==> config.mk <==
export PLATFORM = sky130hd
export DESIGN_NAME = alu_seq_flat
export DESIGN_NICKNAME = d
export VERILOG_FILES = /design/src/rtl/alu_pkg.sv /design/src/rtl/alu_if.sv /design/src/rtl/alu_mul_iter.sv /design/src/rtl/alu_seq.sv /design/src/flat_wrapper.sv
export SDC_FILE = /design/constraint.sdc
export NUM_CORES = 1
export LEC_CHECK = 0
export ABC_AREA = 1
export ABC_CLOCK_PERIOD_IN_PS = 9900
export CAP_MARGIN = 20
export CORE_AREA = 2 2 114 144
export DETAILED_ROUTE_END_ITERATION = 10
export DIE_AREA = 0 0 116 146
export PLACE_DENSITY = 0.7
export SETUP_SLACK_MARGIN = 0.4
export SLEW_MARGIN = 40
export SYNTH_ARGS = -nofsm -noshare
export SYNTH_HDL_FRONTEND = slang
export SYNTH_SLANG_ARGS = --single-unit
==> constraint.sdc <==
create_clock -name clk -period 9.9 [get_ports clk]
set_clock_uncertainty 0.2 [all_clocks]
set_input_delay 1.98 -clock clk [delete_from_list [all_inputs] [get_ports clk]]
set_output_delay 1.98 -clock clk [all_outputs]
set_load 0.01 [all_outputs]
==> src/rtl/alu_pkg.sv <==
// Shared opcodes, FSM states and flag-vector bit positions for the registered ALU.
package alu_pkg;

    localparam logic [3:0] OP_AND  = 4'd0;
    localparam logic [3:0] OP_OR   = 4'd1;
    localparam logic [3:0] OP_XOR  = 4'd2;
    localparam logic [3:0] OP_NOT  = 4'd3;
    localparam logic [3:0] OP_ADD  = 4'd4;
    localparam logic [3:0] OP_ADDC = 4'd5;
    localparam logic [3:0] OP_SUB  = 4'd6;
    localparam logic [3:0] OP_SUBC = 4'd7;
    localparam logic [3:0] OP_CMP  = 4'd8;
    localparam logic [3:0] OP_TEST = 4'd9;
    localparam logic [3:0] OP_LSH  = 4'd10;
    localparam logic [3:0] OP_RSH  = 4'd11;
    localparam logic [3:0] OP_ARSH = 4'd12;
    localparam logic [3:0] OP_MUL  = 4'd13;

    typedef enum logic [1:0] {
        ST_IDLE = 2'd0,
        ST_MUL  = 2'd1,
        ST_DONE = 2'd2
    } state_t;

    localparam int FLG_C = 0;
    localparam int FLG_F = 1;
    localparam int FLG_L = 2;
    localparam int FLG_N = 3;
    localparam int FLG_Z = 4;
    localparam int FLG_W = 5;

endpackage

==> src/rtl/alu_if.sv <==
// Request/response bundle between the register-file read side and the ALU.
interface alu_if #(
    parameter int WIDTH = 16
);
    logic             InValid;
    logic             InReady;
    logic [3:0]       Opcode;
    logic [WIDTH-1:0] A;
    logic [WIDTH-1:0] B;
    logic             CarryIn;
    logic             OutValid;
    logic [WIDTH-1:0] Result;
    logic [WIDTH-1:0] ResultHi;
    logic             Carry;
    logic             Flag;
    logic             Low;
    logic             Negative;
    logic             Zero;

    modport master (
        output InValid, Opcode, A, B, CarryIn,
        input  InReady, OutValid, Result, ResultHi, Carry, Flag, Low, Negative, Zero
    );

    modport slave (
        input  InValid, Opcode, A, B, CarryIn,
        output InReady, OutValid, Result, ResultHi, Carry, Flag, Low, Negative, Zero
    );
endinterface

==> src/rtl/alu_mul_iter.sv <==
// Iterative unsigned shift-add multiplier, one multiplier bit per cycle.
module alu_mul_iter #(
    parameter int WIDTH = 16
) (
    input  logic               clk,
    input  logic               reset_n,
    input  logic               start,
    input  logic [WIDTH-1:0]   A,
    input  logic [WIDTH-1:0]   B,
    output logic               done,
    output logic [2*WIDTH-1:0] product
);
    localparam int CNT_W = $clog2(WIDTH);

    logic             busy;
    logic [CNT_W-1:0] cnt;
    logic [WIDTH-1:0] mcand;
    logic [WIDTH:0]   psum;

    // Low half holds the remaining multiplier bits; high half accumulates.
    assign psum = {1'b0, product[2*WIDTH-1:WIDTH]}
                + (product[0] ? {1'b0, mcand} : {(WIDTH+1){1'b0}});
    // High during the final iteration; product is complete from the next cycle.
    assign done = busy && (cnt == CNT_W'(WIDTH - 1));

    always_ff @(posedge clk) begin
        if (!reset_n) begin
            busy    <= 1'b0;
            cnt     <= '0;
            mcand   <= '0;
            product <= '0;
        end else if (start) begin
            busy    <= 1'b1;
            cnt     <= '0;
            mcand   <= A;
            product <= {{WIDTH{1'b0}}, B};
        end else if (busy) begin
            product <= {psum, product[WIDTH-1:1]};
            cnt     <= cnt + 1'b1;
            if (done) busy <= 1'b0;
        end
    end
endmodule

==> src/rtl/alu_seq.sv <==
// Registered execute-stage ALU with valid/ready input and one-cycle OutValid pulse.
// Define ALU_MUL_EN to build the iterative MUL path (otherwise MUL decodes as undefined).
module alu_seq
    import alu_pkg::*;
#(
    parameter int WIDTH = 16
) (
    input  logic clk,
    input  logic reset_n,
    alu_if.slave bus
);
    localparam int               SHAMT_W = $clog2(WIDTH);
    localparam int               M       = WIDTH - 1;
    localparam logic [WIDTH-1:0] WIDTH_V = WIDTH'(WIDTH);

    logic [WIDTH-1:0] res, res_hi;
    logic [FLG_W-1:0] flg;
    logic             ovld;
    logic             accept;

    logic [WIDTH-1:0] nx_res, nx_hi, zsrc;
    logic [FLG_W-1:0] nx_flg;
    logic             nx_wr, zen;

    logic               add_cin, sub_cin, add_ovf, sub_ovf;
    logic [WIDTH:0]     add_x, sub_x, lsh_x, rsh_x;
    logic signed [WIDTH:0] ash_x;
    logic [SHAMT_W:0]   sh_amt;

    assign add_cin = (bus.Opcode == OP_ADDC) & bus.CarryIn;
    assign sub_cin = (bus.Opcode == OP_SUBC) & bus.CarryIn;
    assign add_x   = {1'b0, bus.A} + {1'b0, bus.B} + {{WIDTH{1'b0}}, add_cin};
    assign sub_x   = {1'b0, bus.A} - {1'b0, bus.B} - {{WIDTH{1'b0}}, sub_cin};
    assign add_ovf = (bus.A[M] == bus.B[M]) && (add_x[M] != bus.A[M]);
    assign sub_ovf = (bus.A[M] != bus.B[M]) && (sub_x[M] != bus.A[M]);

    // Amounts past WIDTH clamp to WIDTH+1 so the extra carry bit is shifted out too.
    assign sh_amt = (bus.B > WIDTH_V) ? (SHAMT_W+1)'(WIDTH + 1) : bus.B[SHAMT_W:0];
    assign lsh_x  = {1'b0, bus.A} << sh_amt;
    assign rsh_x  = {bus.A, 1'b0} >> sh_amt;
    assign ash_x  = $signed({bus.A, 1'b0}) >>> sh_amt;

    always_comb begin
        nx_res = '0;
        nx_hi  = '0;
        nx_flg = '0;
        nx_wr  = 1'b1;
        zen    = 1'b1;
        zsrc   = '0;
        case (bus.Opcode)
            OP_AND:  nx_res = bus.A & bus.B;
            OP_OR:   nx_res = bus.A | bus.B;
            OP_XOR:  nx_res = bus.A ^ bus.B;
            OP_NOT:  nx_res = ~bus.A;
            OP_ADD, OP_ADDC: begin
                nx_res        = add_x[WIDTH-1:0];
                nx_flg[FLG_C] = add_x[WIDTH];
                nx_flg[FLG_F] = add_ovf;
            end
            OP_SUB, OP_SUBC, OP_CMP: begin
                nx_res        = sub_x[WIDTH-1:0];
                nx_flg[FLG_C] = sub_x[WIDTH];
                nx_flg[FLG_F] = sub_ovf;
                nx_flg[FLG_L] = bus.A < bus.B;
                nx_flg[FLG_N] = $signed(bus.A) < $signed(bus.B);
                nx_wr         = (bus.Opcode != OP_CMP);
            end
            OP_TEST: begin
                nx_res = bus.A & bus.B;
                nx_wr  = 1'b0;
            end
            OP_LSH: begin
                nx_res        = lsh_x[WIDTH-1:0];
                nx_flg[FLG_C] = lsh_x[WIDTH];
            end
            OP_RSH: begin
                nx_res        = rsh_x[WIDTH:1];
                nx_flg[FLG_C] = rsh_x[0];
            end
            OP_ARSH: begin
                nx_res        = ash_x[WIDTH:1];
                nx_flg[FLG_C] = ash_x[0];
            end
            default: zen = 1'b0;
        endcase
        if (bus.Opcode inside {OP_AND, OP_OR, OP_XOR, OP_NOT, OP_ADD, OP_ADDC, OP_TEST})
            nx_flg[FLG_N] = nx_res[M];
        zsrc          = nx_res;
        nx_flg[FLG_Z] = zen && (zsrc == '0);
    end

`ifdef ALU_MUL_EN
    state_t             state;
    logic               mul_done;
    logic [2*WIDTH-1:0] mul_prod;

    assign bus.InReady = (state == ST_IDLE);
    assign accept      = bus.InValid && bus.InReady;

    alu_mul_iter #(.WIDTH(WIDTH)) u_mul (
        .clk     (clk),
        .reset_n (reset_n),
        .start   (accept && (bus.Opcode == OP_MUL)),
        .A       (bus.A),
        .B       (bus.B),
        .done    (mul_done),
        .product (mul_prod)
    );
`else
    assign bus.InReady = 1'b1;
    assign accept      = bus.InValid;
`endif

    always_ff @(posedge clk) begin
        if (!reset_n) begin
            res    <= '0;
            res_hi <= '0;
            flg    <= '0;
            ovld   <= 1'b0;
`ifdef ALU_MUL_EN
            state  <= ST_IDLE;
`endif
        end else begin
            ovld <= 1'b0;
`ifdef ALU_MUL_EN
            case (state)
                ST_IDLE: if (accept) begin
                    if (bus.Opcode == OP_MUL) begin
                        state <= ST_MUL;
                    end else begin
                        if (nx_wr) begin
                            res    <= nx_res;
                            res_hi <= nx_hi;
                        end
                        flg  <= nx_flg;
                        ovld <= 1'b1;
                    end
                end
                ST_MUL: if (mul_done) state <= ST_DONE;
                ST_DONE: begin
                    res           <= mul_prod[WIDTH-1:0];
                    res_hi        <= mul_prod[2*WIDTH-1:WIDTH];
                    flg           <= '0;
                    flg[FLG_C]    <= (mul_prod[2*WIDTH-1:WIDTH] != '0);
                    flg[FLG_Z]    <= (mul_prod == '0);
                    ovld          <= 1'b1;
                    state         <= ST_IDLE;
                end
                default: state <= ST_IDLE;
            endcase
`else
            if (accept) begin
                if (nx_wr) begin
                    res    <= nx_res;
                    res_hi <= nx_hi;
                end
                flg  <= nx_flg;
                ovld <= 1'b1;
            end
`endif
        end
    end

    assign bus.OutValid = ovld;
    assign bus.Result   = res;
    assign bus.ResultHi = res_hi;
    assign bus.Carry    = flg[FLG_C];
    assign bus.Flag     = flg[FLG_F];
    assign bus.Low      = flg[FLG_L];
    assign bus.Negative = flg[FLG_N];
    assign bus.Zero     = flg[FLG_Z];
endmodule

==> src/flat_wrapper.sv <==
// flat-port wrapper written by rule: the top's interface ports become plain ports
module alu_seq_flat import alu_pkg::*;
#(
    parameter int WIDTH = 16
)
  (clk, reset_n, bus_InValid, bus_Opcode, bus_A, bus_B, bus_CarryIn, bus_InReady, bus_OutValid, bus_Result, bus_ResultHi, bus_Carry, bus_Flag, bus_Low, bus_Negative, bus_Zero);
  alu_if #(.WIDTH(WIDTH)) bus_i ();
  input  logic clk;
  input  logic reset_n;
  input wire logic [$bits(bus_i.InValid)-1:0] bus_InValid;
  input wire logic [$bits(bus_i.Opcode)-1:0] bus_Opcode;
  input wire logic [$bits(bus_i.A)-1:0] bus_A;
  input wire logic [$bits(bus_i.B)-1:0] bus_B;
  input wire logic [$bits(bus_i.CarryIn)-1:0] bus_CarryIn;
  output wire logic [$bits(bus_i.InReady)-1:0] bus_InReady;
  output wire logic [$bits(bus_i.OutValid)-1:0] bus_OutValid;
  output wire logic [$bits(bus_i.Result)-1:0] bus_Result;
  output wire logic [$bits(bus_i.ResultHi)-1:0] bus_ResultHi;
  output wire logic [$bits(bus_i.Carry)-1:0] bus_Carry;
  output wire logic [$bits(bus_i.Flag)-1:0] bus_Flag;
  output wire logic [$bits(bus_i.Low)-1:0] bus_Low;
  output wire logic [$bits(bus_i.Negative)-1:0] bus_Negative;
  output wire logic [$bits(bus_i.Zero)-1:0] bus_Zero;
  assign bus_i.InValid = bus_InValid;
  assign bus_i.Opcode = bus_Opcode;
  assign bus_i.A = bus_A;
  assign bus_i.B = bus_B;
  assign bus_i.CarryIn = bus_CarryIn;
  assign bus_InReady = bus_i.InReady;
  assign bus_OutValid = bus_i.OutValid;
  assign bus_Result = bus_i.Result;
  assign bus_ResultHi = bus_i.ResultHi;
  assign bus_Carry = bus_i.Carry;
  assign bus_Flag = bus_i.Flag;
  assign bus_Low = bus_i.Low;
  assign bus_Negative = bus_i.Negative;
  assign bus_Zero = bus_i.Zero;
  alu_seq #(.WIDTH(WIDTH)) u_core (.clk(clk), .reset_n(reset_n), .bus(bus_i));
endmodule
# Word-level counts from Yosys, hierarchy flattened
# Index checks and enable logic that the tools add are counted.
# Widths: inputs -> output; s select.
[op_classes] n_eq_ne=17 n_lt_le_gt_ge=3 div_mod_pow=0 multipliers=0 n_addsub=4 muxes=9 shifts=3 reduce_logical=11 bitwise=6
[ops] operator="$pmux 16 s9" count=1
[ops] operator="$lt 16x16->1" count=2
[ops] operator="$eq 4x4->1 const B" count=5
[ops] operator="$add 16x16->17" count=1
[ops] operator="$add 17x1->17" count=1
[ops] operator="$shl 16x5->17" count=1
[ops] operator="$shr 17x5->17" count=1
[ops] operator="$sshr 17x5->17" count=1
[ops] operator="$sub 16x16->17" count=1
[ops] operator="$sub 17x1->17" count=1
[ops] operator="$and 16x16->16" count=1
[ops] operator="$eq 4x3->1 const B" count=4
[ops] operator="$gt 16x5->1 const B" count=1
[ops] operator="$logic_not 16->1" count=1
[ops] operator="$not 16->16" count=1
[ops] operator="$or 16x16->16" count=1
[ops] operator="$xor 16x16->16" count=1
[ops] operator="$reduce_or 13->1" count=1
[ops] operator="$eq 4x2->1 const B" count=2
[ops] operator="$reduce_bool 7->1" count=1
[ops] operator="$mux 5" count=1
[ops] operator="$pmux 1 s5" count=1
[ops] operator="$eq 4x1->1 const B" count=1
[ops] operator="$logic_not 4->1" count=1
[ops] operator="11 further kinds" count=20
[totals] memories=0 regBits=22 latch_bits=0 ramBits=0 rom_bits=0 in_bits=40

# Logic depth before layout (Yosys ltp)
[logic_depth] word_depth=6 depth_mapped=25 depth_no_buf=25

# Worst setup path after synthesis
# Ideal clock, no wire load.
[synth_path] kind="in2reg" start="input bus_Opcode[2]" end="register u_core.flg[4]" n_path_buf=0 cell_stages=24 setup_ns=0.070 slack_ns=5.174 t_arrival_ns=4.457 path_cell_list="inv_1 -> nor2_1 -> nand3_1 -> fa_1 -> inv_1 -> ha_1 -> or2_2 -> nand2_1 -> nand2_1 -> nand3b_1 -> nand2_1 -> nand3_1 -> nand3b_1 -> nand2_1 -> nor2_1 -> nor2_1 -> nand2_1 -> nor2_1 -> nand2_1 -> nor2_1 -> nand2_1 -> nor2_1 -> nand2_1 -> a21oi_1"
[synth_between] elab_chain_cells=6
[synth_rtl] element="from (decl)" line="flat_wrapper.sv:11" text="input wire logic [$bits(bus_i.Opcode)-1:0] bus_Opcode;"
[synth_rtl] element="$eq 4x3->1, on equally long branches" line="alu_seq.sv:31, alu_seq.sv:50, alu_seq.sv:30"
[synth_rtl] element="$and 1x1->1, on equally long branches" line="alu_seq.sv:31, alu_seq.sv:30"
[synth_rtl] element="$sub 17x1->17 or $add 17x1->17 (tied branches)" line="alu_seq.sv:33, alu_seq.sv:32"
[synth_rtl] element="$pmux 16 s9" line="alu_seq.sv:50" text="case (bus.Opcode)"
[synth_rtl] element="$logic_not 16->1" line="alu_seq.sv:89" text="nx_flg[FLG_Z] = zen && (zsrc == '0);"
[synth_rtl] element="$logic_and 1x1->1 *" line="alu_seq.sv:89"
[synth_rtl] element="to (signal assigned)" line="alu_seq.sv:157" text="flg <= nx_flg;"
[synth_rtl] element="to (decl)" line="alu_seq.sv:17" text="logic [FLG_W-1:0] flg;"
# Every way passes the cells marked *; elsewhere a longest branch is shown, timed or not.
# A chain may end at the register's enable or synchronous reset.

# Worst setup path after layout
# Ends and elaborated chain as after synthesis.

==> reports/metrics.csv <==
stage;metric;value;unit
synth;commonest cells in the netlist;264 x nand2_1, 154 x nand3_1, 135 x inv_1;
pwr;Clk pwr share;22.6;%
sta;final setup TNS;0;ps
critical_path;Arr. time, crit path;5950;ps
critical_path;crit-path leading delay family;simple AND/OR/NAND/NOR gates;
placed_design;Placed Instances;1316;
placed_design;Placed Area;6780;um^2
clock_network;post-cts sizing count;0;
clock_network;worst-case clock buffer depth;2;
hold_path;Min-Delay Endpoint;u_core.flg[3]$_SDFFE_PN0P_;
synth;Seq cells post-synth;22;
hold_path;hold depth;2;
critical_path;worst stage delay on the critical path;550;ps
finish;fin util;44.6;%
sta;slew margin rel.;39.3;%
synth;register area share after synthesis;7.15;%
finish;Area growth, synth to finish;11.7;%
placed_design;DP Wirelength;20.0;mm
grt;vias in the first global route;6990;
hold_path;Hold Crit Start;u_core.flg[3]$_SDFFE_PN0P_;
clock_network;# hold bufs at CTS;0;
pwr;Switching Share;45.2;%
critical_path;worst reg2reg path startpoint;u_core.bus.Result[15]$_SDFFE_PN0P_;
pwr;combinational group share of total power;57.9;%
synth;Synth area leaders;nand2_1 16%, ha_1 16%, nand3_1 13%, inv_1 8.2%, dfxtp_1 7.2%;
finish;non-filler instance count after layout;1320;
critical_path;CP max FO;4;
pwr;power per cell area;74.1;nW/um^2
clock_network;CTS clock-pin slew for the worst setup and hold paths;60;ps
sta;final setup margin;3940;ps
die;FP Rows;51;
synth;Synth cell types;50;
critical_path;critical path type;input pin to flip-flop;
drt;DR vias/cell;5.75;
critical_path;startpoint types;input pin;
synth;Mapped Area;6160;um^2
pwr;P_sw;0.231;mW
clock_network;clk sinks;22;
sta;Final Critical Period;5960;ps
sta;fmax;0.168;GHz
grt;initial antenna violation count;0;
critical_path;critical path endpoint category;flip-flop;
sta;Final setup viols;0;
outcome;status;finished, final reports clean;
pwr;Power, Total;0.510;mW
critical_path;Critical Path Most Common Cell;nand2_1;
finish;# diodes;0;
sta;actual slew at the worst max-slew pin;907;ps
die;core footprint;15400;um^2
synth;Avg Cell Area, Syn;5.74;um^2
clock_network;clock latency on the worst-skew pair;260;ps
clock_network;CTS tree;yes;
critical_path;slowest CP cell;fa_1;
clock_network;Root Buffer;clkbuf_16;
placed_design;pre-CTS WS;3800;ps
clock_network;H-tree Lvls;1;
critical_path;CP Cell Sequence;clkdlybuf4s50_1 > inv_1 > nor2_1 > nand3_1 > fa_1 > inv_1 > ha_1 > or2_2 > nand2_1 > nand2_1 > inv_1 > o21bai_1 > o21a_1 > nor3_1 > nand2_1 > nor2_1 > nand2_1 > nor2_1 > nand2_1 > nor2_1 > nand2_1 > a21oi_1;
synth;Yosys warning count;0;
pwr;worst vdd ir;0.0000748;V
critical_path;number of cells on the worst reg-to-reg path;4;
synth;Post-synth top flop;dfxtp_1;
finish;share of cells above drive strength 1;4.15;%
die;IO Count;79;
clock_network;TritonCTS Buffers;3;
synth;asr flop ratio synth;0;%
finish;Final Cell Area;6880;um^2
flow_run;max cap viols;0;
sta;Slew Limit Fails;0;
pwr;Internal Power;0.279;mW
drt;Final ANT Viol Nets;0;
die;Initial Util;39.9;%
critical_path;Worst R2R Setup Slack;8980;ps
critical_path;Critical Path RT;9890;ps
sta;final worst-path cycle share;60.2;%
sta;final hold vios;0;
critical_path;Buf/Inv on CP;4;
pwr;Reg power frac;19.5;%
grt;first-pass GRT wire length;38.5;mm
drt;via count;7586;
hold_path;HP Class;flip-flop to flip-flop;
die;total die area;16900;um^2
drt;DRT Pass-1 Iters;6;
synth;count leader, synth;nand2_1;
synth;Gate Count Post-Synth;1073;
die;die height;146;um
synth;area leader, netlist;nand2_1;
placed_design;number of port buffers;61;
placed_design;GP Congestion;1.04;
drt;DRC;0;
drt;Post-Route WL;24.8;mm
grt;largest net degree at the start of global routing;36;
grt;grt ovf;0;
die;die width;116;um
pwr;Pleak;3.47;nW
sta;WHS;281;ps
clock_network;setup bufs post-CTS;0;
drt;drt initial violations;671;
critical_path;r2r endpoint;u_core.bus.Result[15]$_SDFFE_PN0P_;
drt;WL per Instance;18.8;um
grt;gr usage total;28.9;%
finish;Final #Nets;1231;
synth;number of synthesized flops with an enable pin;0;
sta;RSZ-0062 raised after global routing;no;
synth;top-area cell type share of the netlist area;16.1;%
-- flip-flops by register name, indices dropped and copies added, names as in the netlist --
register / count
u_core.bus.OutValid: 1
u_core.flg: 5
u_core.bus.Result: 16
-- area by class of cell --
cell class / instances / area, um^2
tap: 212 / 265
multi-input combinational: 877 / 4900
clock buffer: 3 / 75.1
sequential: 22 / 440
fill: 1767 / 8560
timing repair buffer: 64 / 633
inverter: 141 / 534
clock inverter: 1 / 30.0
-- routing by layer --
metal	part of all wire [%]	vias to the layer above	global-route usage [%]	wire, um
met1	39	3436	35.9	9660
met5	0	-	0	0
met3	7.9	94	3.33	1970
met4	5.6	0	12.3	1400
li1	-	3613	-	-
met2	47	443	49.5	11800
-- cell families (layout without fill, tap and decap cells) --
group / count (synthesis) / count (layout) / share of synthesized area [%]
adders and majority gates: 82 / 82 / 17.2
DFF: 22 / 22 / 7.15
buffers and inverters: 189 / 209 / 14.1
other: 2 / 17 / 0.122
AOI/OAI and AO/OA: 197 / 197 / 18.3
xor gates and xnor gates: 3 / 3 / 0.427
and+or+nand+nor: 578 / 578 / 42.7
-- power groups by stage --
stage,combinational [mW],sequential [mW],clock (mW)
2_1_floorplan,0.187,0.104,0
3_3_place_gp,0.287,0.101,0
3_5_place_dp,0.287,0.101,0
4_1_cts,0.288,0.0994,0.116
5_1_grt,0.326,0.100,0.120
6_report,0.296,0.0994,0.115
-- tightest hold or removal path: cells and delay by family (launching register included) --
kind            cells  cell delay, ps
compound gates      1              80
buf+inv             1              50
flops               1             320
-- worst max path at each step --
stage	start	end	cells after the start
2_1_floorplan	bus_Opcode[2]	u_core.flg[4]$_SDFFE_PN0P_	24
3_3_place_gp	bus_Opcode[2]	u_core.flg[4]$_SDFFE_PN0P_	23
3_5_place_dp	bus_Opcode[2]	u_core.flg[4]$_SDFFE_PN0P_	23
4_1_cts	bus_Opcode[2]	u_core.flg[4]$_SDFFE_PN0P_	23
5_1_grt	bus_Opcode[2]	u_core.flg[4]$_SDFFE_PN0P_	23
6_report	bus_Opcode[2]	u_core.flg[4]$_SDFFE_PN0P_	22
-- cells in the final DEF (no fill, tap or decap), types with 4 or more instances in the layout --
cell and n:
a21oi_1 77, a221oi_1 9, a31oi_1 4, clkdlybuf4s50_1 61, conb_1 17, dfxtp_1 22, fa_1 4, ha_1 78
inv_1 135, nand2_1 264, nand2_2 10, nand2_4 4, nand3_1 154, nand3_2 8, nand3b_1 7, nand4_1 10
nor2_1 94, nor2_4 5, nor3_1 8, o211ai_1 11, o21ai_0 60, o21ai_1 5, o22ai_1 14
Power figures use the tool's default switching activity.
